===== src/rtl/riscv_pkg.sv =====
// rtl/riscv_pkg.sv - shared opcodes, ALU ops, FSM states and mux selects for the multicycle core
package riscv_pkg;

   localparam logic [6:0] OP_LOAD   = 7'b0000011;
   localparam logic [6:0] OP_STORE  = 7'b0100011;
   localparam logic [6:0] OP_REG    = 7'b0110011;
   localparam logic [6:0] OP_IMM    = 7'b0010011;
   localparam logic [6:0] OP_BRANCH = 7'b1100011;
   localparam logic [6:0] OP_JAL    = 7'b1101111;
   localparam logic [6:0] OP_JALR   = 7'b1100111;
   localparam logic [6:0] OP_LUI    = 7'b0110111;
   localparam logic [6:0] OP_AUIPC  = 7'b0010111;
   localparam logic [6:0] OP_SYSTEM = 7'b1110011;

   typedef enum logic [3:0] {
      ALU_ADD, ALU_SUB, ALU_AND, ALU_OR, ALU_XOR,
      ALU_SLL, ALU_SRL, ALU_SRA, ALU_SLT, ALU_SLTU
   } alu_op_t;

   // OPC_REG honours funct7_5 for SUB and SRA; OPC_IMM only for SRAI
   typedef enum logic [1:0] {OPC_ADD, OPC_SUB, OPC_REG, OPC_IMM} alu_class_t;

   typedef enum logic [3:0] {
      S_FETCH, S_DECODE, S_MEMADR, S_MEMRD, S_MEMWB, S_MEMWR, S_EXER, S_EXEI,
      S_LUI, S_AUIPC, S_ALUWB, S_JALRADR, S_JAL, S_BRANCH, S_HALT
   } state_t;

   localparam logic [1:0] SRCA_PC    = 2'b00;
   localparam logic [1:0] SRCA_OLDPC = 2'b01;
   localparam logic [1:0] SRCA_RD1   = 2'b10;
   localparam logic [1:0] SRCA_ZERO  = 2'b11;

   localparam logic [1:0] SRCB_RD2   = 2'b00;
   localparam logic [1:0] SRCB_IMM   = 2'b01;
   localparam logic [1:0] SRCB_FOUR  = 2'b10;

   localparam logic [1:0] RES_ALUREG = 2'b00;
   localparam logic [1:0] RES_DATA   = 2'b01;
   localparam logic [1:0] RES_ALURES = 2'b10;

   localparam logic [2:0] IMM_I = 3'b000;
   localparam logic [2:0] IMM_S = 3'b001;
   localparam logic [2:0] IMM_B = 3'b010;
   localparam logic [2:0] IMM_U = 3'b011;
   localparam logic [2:0] IMM_J = 3'b100;

endpackage


===== src/rtl/alu_decoder.sv =====
// rtl/alu_decoder.sv - maps op class, funct3 and funct7_5 to an ALU operation
module alu_decoder
   import riscv_pkg::*;
(
   input  alu_class_t op_class_i,
   input  logic [2:0] funct3_i,
   input  logic       funct7_5_i,
   output alu_op_t    alu_op_o
);

   always_comb begin
      alu_op_o = ALU_ADD;
      case (op_class_i)
         OPC_ADD: alu_op_o = ALU_ADD;
         OPC_SUB: alu_op_o = ALU_SUB;
         default: begin
            case (funct3_i)
               3'b000:  alu_op_o = (op_class_i == OPC_REG && funct7_5_i) ? ALU_SUB : ALU_ADD;
               3'b001:  alu_op_o = ALU_SLL;
               3'b010:  alu_op_o = ALU_SLT;
               3'b011:  alu_op_o = ALU_SLTU;
               3'b100:  alu_op_o = ALU_XOR;
               3'b101:  alu_op_o = funct7_5_i ? ALU_SRA : ALU_SRL;
               3'b110:  alu_op_o = ALU_OR;
               default: alu_op_o = ALU_AND;
            endcase
         end
      endcase
   end

endmodule


===== src/rtl/multicycle_controller.sv =====
// rtl/multicycle_controller.sv - main sequencing FSM of the multicycle RV32I core
module multicycle_controller
   import riscv_pkg::*;
#(
   parameter bit ILLEGAL_HALT = 1'b1
)(
   input  logic       clk,
   input  logic       reset,
   input  logic [6:0] opcode,
   input  logic [2:0] funct3,
   input  logic       funct7_5,
   input  logic       zero,
   input  logic       sign,
   input  logic       carry,
   input  logic       overflow,
   output logic       pc_write,
   output logic       adr_src,
   output logic       mem_write,
   output logic       ir_write,
   output logic [1:0] result_src,
   output logic [1:0] alu_src_a,
   output logic [1:0] alu_src_b,
   output logic [3:0] alu_control,
   output logic [2:0] imm_src,
   output logic       reg_write,
   output logic       retire,
   output logic       halted,
   output logic       illegal
);

   state_t     state_q, state_d;
   logic       illegal_q, illegal_d;
   logic       pc_write_s, mem_write_s, ir_write_s, reg_write_s, retire_s, taken;
   alu_class_t op_class;
   alu_op_t    alu_op;

   alu_decoder u_alu_decoder (
      .op_class_i (op_class),
      .funct3_i   (funct3),
      .funct7_5_i (funct7_5),
      .alu_op_o   (alu_op)
   );

   always_ff @(posedge clk) begin
      if (!reset) begin
         state_q   <= S_FETCH;
         illegal_q <= 1'b0;
      end else begin
         state_q   <= state_d;
         illegal_q <= illegal_d;
      end
   end

   always_comb begin
      state_d     = state_q;
      illegal_d   = illegal_q;
      pc_write_s  = 1'b0;
      mem_write_s = 1'b0;
      ir_write_s  = 1'b0;
      reg_write_s = 1'b0;
      retire_s    = 1'b0;
      adr_src     = 1'b0;
      result_src  = RES_ALUREG;
      alu_src_a   = SRCA_PC;
      alu_src_b   = SRCB_RD2;
      op_class    = OPC_ADD;
      taken       = 1'b0;
      case (state_q)
         S_FETCH: begin
            ir_write_s = 1'b1;
            pc_write_s = 1'b1;
            alu_src_b  = SRCB_FOUR;
            result_src = RES_ALURES;
            state_d    = S_DECODE;
         end
         S_DECODE: begin
            // branch/jal target is computed here and parked in alu_reg
            alu_src_a = SRCA_OLDPC;
            alu_src_b = SRCB_IMM;
            case (opcode)
               OP_LOAD, OP_STORE: state_d = S_MEMADR;
               OP_REG:            state_d = S_EXER;
               OP_IMM:            state_d = S_EXEI;
               OP_BRANCH:         state_d = S_BRANCH;
               OP_JAL:            state_d = S_JAL;
               OP_JALR:           state_d = S_JALRADR;
               OP_LUI:            state_d = S_LUI;
               OP_AUIPC:          state_d = S_AUIPC;
               OP_SYSTEM:         state_d = S_HALT;
               default: begin
                  illegal_d = 1'b1;
                  state_d   = ILLEGAL_HALT ? S_HALT : S_FETCH;
               end
            endcase
         end
         S_MEMADR: begin
            alu_src_a = SRCA_RD1;
            alu_src_b = SRCB_IMM;
            state_d   = (opcode == OP_STORE) ? S_MEMWR : S_MEMRD;
         end
         S_MEMRD: begin
            adr_src = 1'b1;
            state_d = S_MEMWB;
         end
         S_MEMWB: begin
            result_src  = RES_DATA;
            reg_write_s = 1'b1;
            retire_s    = 1'b1;
            state_d     = S_FETCH;
         end
         S_MEMWR: begin
            adr_src     = 1'b1;
            mem_write_s = 1'b1;
            retire_s    = 1'b1;
            state_d     = S_FETCH;
         end
         S_EXER: begin
            alu_src_a = SRCA_RD1;
            op_class  = OPC_REG;
            state_d   = S_ALUWB;
         end
         S_EXEI: begin
            alu_src_a = SRCA_RD1;
            alu_src_b = SRCB_IMM;
            op_class  = OPC_IMM;
            state_d   = S_ALUWB;
         end
         S_LUI: begin
            alu_src_a = SRCA_ZERO;
            alu_src_b = SRCB_IMM;
            state_d   = S_ALUWB;
         end
         S_AUIPC: begin
            alu_src_a = SRCA_OLDPC;
            alu_src_b = SRCB_IMM;
            state_d   = S_ALUWB;
         end
         S_ALUWB: begin
            reg_write_s = 1'b1;
            retire_s    = 1'b1;
            state_d     = S_FETCH;
         end
         S_JALRADR: begin
            alu_src_a = SRCA_RD1;
            alu_src_b = SRCB_IMM;
            state_d   = S_JAL;
         end
         S_JAL: begin
            // pc takes the parked target while the ALU forms the link value
            alu_src_a  = SRCA_OLDPC;
            alu_src_b  = SRCB_FOUR;
            pc_write_s = 1'b1;
            state_d    = S_ALUWB;
         end
         S_BRANCH: begin
            alu_src_a = SRCA_RD1;
            op_class  = OPC_SUB;
            retire_s  = 1'b1;
            case (funct3)
               3'b000: taken = zero;
               3'b001: taken = ~zero;
               3'b100: taken = sign ^ overflow;
               3'b101: taken = ~(sign ^ overflow);
               3'b110: taken = ~carry;
               3'b111: taken = carry;
               default: begin
                  taken     = 1'b0;
                  illegal_d = 1'b1;
               end
            endcase
            pc_write_s = taken;
            state_d    = S_FETCH;
         end
         S_HALT:  state_d = S_HALT;
         default: state_d = S_FETCH;
      endcase
   end

   always_comb begin
      imm_src = IMM_I;
      case (opcode)
         OP_STORE:        imm_src = IMM_S;
         OP_BRANCH:       imm_src = IMM_B;
         OP_LUI, OP_AUIPC: imm_src = IMM_U;
         OP_JAL:          imm_src = IMM_J;
         default:         imm_src = IMM_I;
      endcase
   end

   // strobes are forced low for the whole time reset is asserted
   assign pc_write    = reset & pc_write_s;
   assign mem_write   = reset & mem_write_s;
   assign ir_write    = reset & ir_write_s;
   assign reg_write   = reset & reg_write_s;
   assign retire      = reset & retire_s;
   assign alu_control = alu_op;
   assign halted      = (state_q == S_HALT);
   assign illegal     = illegal_q;

endmodule


===== config.mk =====
export PLATFORM = sky130hd
export DESIGN_NAME = multicycle_controller
export DESIGN_NICKNAME = d
export VERILOG_FILES = /design/src/rtl/riscv_pkg.sv /design/src/rtl/alu_decoder.sv /design/src/rtl/multicycle_controller.sv
export SDC_FILE = /design/constraint.sdc
export NUM_CORES = 1
export LEC_CHECK = 0
export ABC_CLOCK_PERIOD_IN_PS = 1900
export CORE_MARGIN = 10
export CORE_UTILIZATION = 43
export CTS_BUF_LIST = sky130_fd_sc_hd__clkbuf_8
export CTS_CLUSTER_SIZE = 8
export DETAILED_ROUTE_END_ITERATION = 8
export PLACE_DENSITY = 0.82
export SLEW_MARGIN = 20
export SYNTH_ARGS = -nofsm -noshare
export SYNTH_HDL_FRONTEND = slang
export SYNTH_SLANG_ARGS = --single-unit

===== constraint.sdc =====
create_clock -name clk -period 1.9 [get_ports clk]
set_clock_uncertainty 0.05 [all_clocks]
set_input_delay 0.38 -clock clk [delete_from_list [all_inputs] [get_ports clk]]
set_output_delay 0.38 -clock clk [all_outputs]
set_load 0.005 [all_outputs]

### Yosys cells after proc, flatten, opt, wreduce, memory -nomap -nowiden

Cells that the tools add are included.

| word-level totals | value |
|---|---|
| logic and storage cells | 86 |
| bits of input ports | 17 |
| flip-flop bits (word level) | 5 |
| output and inout bits | 21 |

| cells by class | value |
|---|---|
| bitwise logic cells | 9 |
| reduce and logical (&&, ||, !) cells | 18 |
| equal/unequal tests | 35 |
| multiplexer cells | 22 |

Operators with widths:

| cell | count |
|---|---|
| 4-bit one-hot mux with 7 select lines | 2 |
| 4-bit one-hot mux with 8 select lines | 1 |
| 4-bit == test (second input constant) | 7 |
| 7-bit == test (second input constant) | 4 |
| 7-bit by 6-bit == test with 1-bit output (second input constant) | 3 |
| 4-bit by 3-bit == test with 1-bit output (second input constant) | 4 |
| 7-bit by 5-bit == test with 1-bit output (second input constant) | 2 |
| 3-bit == test (second input constant) | 4 |
| 2-bit one-hot mux with 3 select lines | 2 |
| 3-bit one-hot mux with 4 select lines | 1 |
| 6-bit OR reduction | 2 |
| 10-bit OR reduction | 1 |
| 2-bit OR reduction | 5 |
| 5-bit OR reduction | 2 |
| 1-bit two-way mux | 9 |
| 4-bit by 2-bit == test with 1-bit output (second input constant) | 2 |
| 2-bit one-hot mux with 2 select lines | 2 |
| 4-bit one-hot mux with 2 select lines | 1 |
| 7-bit by 2-bit == test with 1-bit output (second input constant) | 1 |
| 3-bit by 2-bit == test with 1-bit output (second input constant) | 2 |
| 1-bit one-hot mux with 6 select lines | 1 |
| 1-bit AND | 5 |
| 4-bit by 1-bit == test with 1-bit output (second input constant) | 1 |
| 4-bit zero test | 1 |
| 15 further kinds | 19 |

### Logic depth before layout (Yosys ltp)

| depth | value |
|---|---|
| depth after elaboration | 7 |
| gate-level depth with buffers | 6 |
| mapped depth without buffers | 4 |

### Hierarchy

A second synthesis with hierarchy kept.

| unflattened totals | value |
|---|---|
| cell total of the unflattened synthesis | 113 |
| area total of the unflattened synthesis | 809.5 µm² |

By module, submodules not included:

| module | sequential area each (µm²) | times used | area an instance (µm²) | cells an instance |
|---|---|---|---|---|
| multicycle_controller | 100.1 | 1 | 737.0 | 102 |
| alu_decoder | 0.0 | 1 | 72.6 | 11 |

### Least setup slack after synthesis

Ideal clock, no wire load.

| timing | value |
|---|---|
| path type | input -> register |
| from | input port opcode[6] |
| to | register state_q[2] |
| data arrival time | 1557 ps |
| data required time | 1776 ps |
| setup slack | 219 ps |
| stages on the path | 4 |
| path buffers | 1 |
| cell sequence | dlymetal6s2s_1 -> or4_4 -> or3_1 -> a31oi_2 |

| between the ends | value |
|---|---|
| longest elaborated chain between the ends | 4 |

Ends and longest elaborated chain:

| item | RTL line | text |
|---|---|---|
| start, declared | multicycle_controller.sv:9 | `input logic [6:0] opcode,` |
| 7-bit by 6-bit == test with 1-bit output or 7-bit by 2-bit == test with 1-bit output (tied branches) | multicycle_controller.sv:80, multicycle_controller.sv:99 |  |
| 2-bit OR reduction | -- |  |
| 4-bit one-hot mux with 8 select lines | multicycle_controller.sv:80 | `case (opcode)` |
| 4-bit one-hot mux with 7 select lines * | multicycle_controller.sv:68 | `case (state_q)` |
| end signal, assigned | multicycle_controller.sv:49 | `state_q <= state_d;` |
| end, declared | multicycle_controller.sv:31 | `state_t state_q, state_d;` |

Every way passes the cells marked *; elsewhere a longest branch is shown, timed or not.
A chain may end at the register's enable or synchronous reset.

### Final worst setup path

| timing | value |
|---|---|
| from | register state_q[0] |
| to | output port retire |

| between the ends | value |
|---|---|
| longest elaborated chain between the ends | 4 |

Ends and longest elaborated chain:

| item | RTL line | text |
|---|---|---|
| 4-bit == test or 4-bit by 3-bit == test with 1-bit output (tied branches) | multicycle_controller.sv:68 |  |
| 4-bit OR reduction (no line) * | -- |  |
| 1-bit two-way mux * | multicycle_controller.sv:68 |  |
| 1-bit AND * | multicycle_controller.sv:195 | `assign retire = reset & retire_s;` |
| end, declared | multicycle_controller.sv:26 | `output logic retire,` |

Marks and branches as above.

==> run metrics <==
slew of the pin with the lowest slew margin=between 0.3 and 0.4 ns; critical setup path kind=flop to primary output; post-route ant nets=0; clk buf depth=2; Comb pwr share=76.0%; TritonRoute pass-1 iters=5; Core Rows=16; CP arrival=approximately 1.4 ns; cells after synthesis=about 130; clk root buf=clkbuf_8; final setup TNS=0 ns; critical path required time=1.47 ns; slew margin rel.=78.09%; routability cong.=slightly below 0.9; n_diodes=0; Peak Freq=0.5354 GHz; Die Area=4225 sq um; Initial Utilization=44.85%; Die W=65 um; die height=65 um; final core occ=83.44%; worst min path class=flop to flop; most frequent cells after synthesis=14 x nand2_1, 12 x o21ai_0, 11 x nor2_1; DP Cell Count=between 200 and 250; clk sinks=5; Net Sw Frac=44.37%; final cell count without fillers=227; via count=between 1k and 1.5k; Psw=0.0009024 W; Pwr Density=1255 nW/um^2; H-tree depth=1; Ys Warns=0; synth-to-layout area growth=86.06%; final wirelength=between 4000 and 5000 um; Seq cells post-synth=5; ranking of synthesized cells by area=dfxtp_1 11%, o21ai_0 6.9%, nand2_1 6.0%; synthesized cell area=870.8 sq um; area occupied by registers=115.1 sq um; total core area=1942 sq um; initial antenna violation count=0; Most used DFF post-synth=dfxtp_1; DRC=0; ys async rst share=0%; Period minus WS final=1.868 ns; Internal=0.001131 W; CP endpoint kind=primary output; sequential cell fraction of total power=14.2%; WL/cell=17.81 um; number of top-level pins=38; Multi-input gate area=about 760 sq um; crit start category=flop; register area share after synthesis=11.49%; drt first-iter violations=between 60 and 70; total CTS buffers=3; Max VDD drop=1.015 mV; Synth area leader=dfxtp_1; clock slew at reported path FFs=0.04 ns; max cap viols=0; Slew Limit Fails=0; final setup fails=0; GRT overflow=0; vias in the first global route=1321; Hold Vio Cnt, Final=0; TritonCTS clock tree=yes; fill count=134; leakage power=about 0.80 nW; GRT Util Overall=17.76%; share of cells above drive strength 1=a little under two fifths; DR vias/cell=5.692; Synth cell types=45; most numerous cell in the Yosys netlist=nand2_1; largest net degree at the start of global routing=13; CP max FO=8; clock power share=9.8%; HPWL Detailed=about 2700 um; global-route wire length before repair=6175 um; syn nets=145; Worst-Skew Late Latency=0.23 ns; fin nets=218; Final Cycle Share=98.30%; status=finished clean; Avg Inst Size Synth=6.803 sq um; top-area cell type share of the netlist area=a little under an eighth; I/O Buffers=37; Post-synth EDFFs=0
kinds of logic after synthesis:
family	synth area share, %
XOR/XNOR	7.040
buffers and inverters	11.93
multiplexers	1.149
AND/OR/NAND/NOR	38.08
flip-flops	11.49
AO/OA/AOI/OAI	30.32
repair_timing:
action,4_1_cts,5_1_grt
endpoints found under the setup margin,21,10
resized for setup,71,18
pin swaps,10,2
setup buffers,5,0
hold buffers,0,0
power by group through the flow:
stage                     Combinational (W)  Clock [W]  Sequential, W
after floorplan                    0.000704          0       0.000180
after global placement              0.00135          0       0.000251
after detailed placement            0.00138          0       0.000255
after CTS                           0.00141   0.000195       0.000280
after global routing                0.00166   0.000205       0.000301
final                               0.00155   0.000199       0.000289
layer usage:
layer	vias to the layer above	share of wire, %	track usage [%]	routed length (um)
met5	-	0	0	0
met4	0	5.1	6.417	205
met3	22	7.0	5.670	284
met2	63	50	34.36	2035
met1	598	38	17.00	1517
li1	609	-	-	-
sequential cells by signal, summed over array words and instances (netlist names):
register,cells
state_q,4
illegal,1
final cells by class:
class	instances	share of cell area, %
Multi-Input combinational cell	107	47.03
Timing Repair Buffer	78	39.61
Sequential cell	5	7.104
Clock buffer	3	2.548
Tap cell	27	2.085
Inverter	6	1.390
Clock inverter	1	0.2317
placed cells by master (no fill, tap or decap), drive strengths merged, types with 2 or more instances in the layout:
master          n
a211oi          2
a21o            2
a21oi           4
a31oi           2
and2            2
and3            2
buf            47
clkbuf          4
clkdlybuf4s15   3
clkdlybuf4s50   3
dfxtp           5
dlygate4sd2    21
dlymetal6s2s    3
inv             7
nand2          14
nand2b          4
nand3           4
nand3b          3
nor2           11
nor2b           3
nor3            8
nor4b           2
o21a            3
o21ai          12
o22ai           3
o31ai           3
xor2            6
worst max-delay path, cell delays in order (launching register included):
cell and delay (ns):
dfxtp_4 0.37, buf_6 0.14, nand2b_4 0.15, nand2_1 0.11, o22ai_2 0.17, and2_1 0.15
clkbuf_2 0.12
through the flow:
| step | hold slack [ns] | setup slack [ns] | total power, W | instance area, sq um |
|---|---|---|---|---|
| 6_report | 0.4674 | 0.03224 | 0.002034 | 1620 |
| 4_1_cts | 0.4618 | -0.1994 | 0.001882 | 1595 |
| 3_3_place_gp | 0.4129 | -0.5149 | 0.001605 | 1464 |
| 2_1_floorplan | 0.4262 | 0.2186 | 0.0008837 | 870.8 |
| 5_1_grt | 0.4835 | -0.006168 | 0.002165 | 1620 |
| 3_5_place_dp | 0.4519 | -0.5957 | 0.001636 | 1464 |
worst paths after layout:
kind / end / slack, ns / start / cells past startpoint
worst max-delay path: retire / 0.03 / state_q[0] / 6
worst min-delay path: illegal / 0.47 / illegal / 1
worst max register to register: state_q[2] / 0.37 / state_q[2] / 6
worst min register to register: illegal / 0.47 / illegal / 1
No activity file was read; power rests on OpenSTA's default activity.
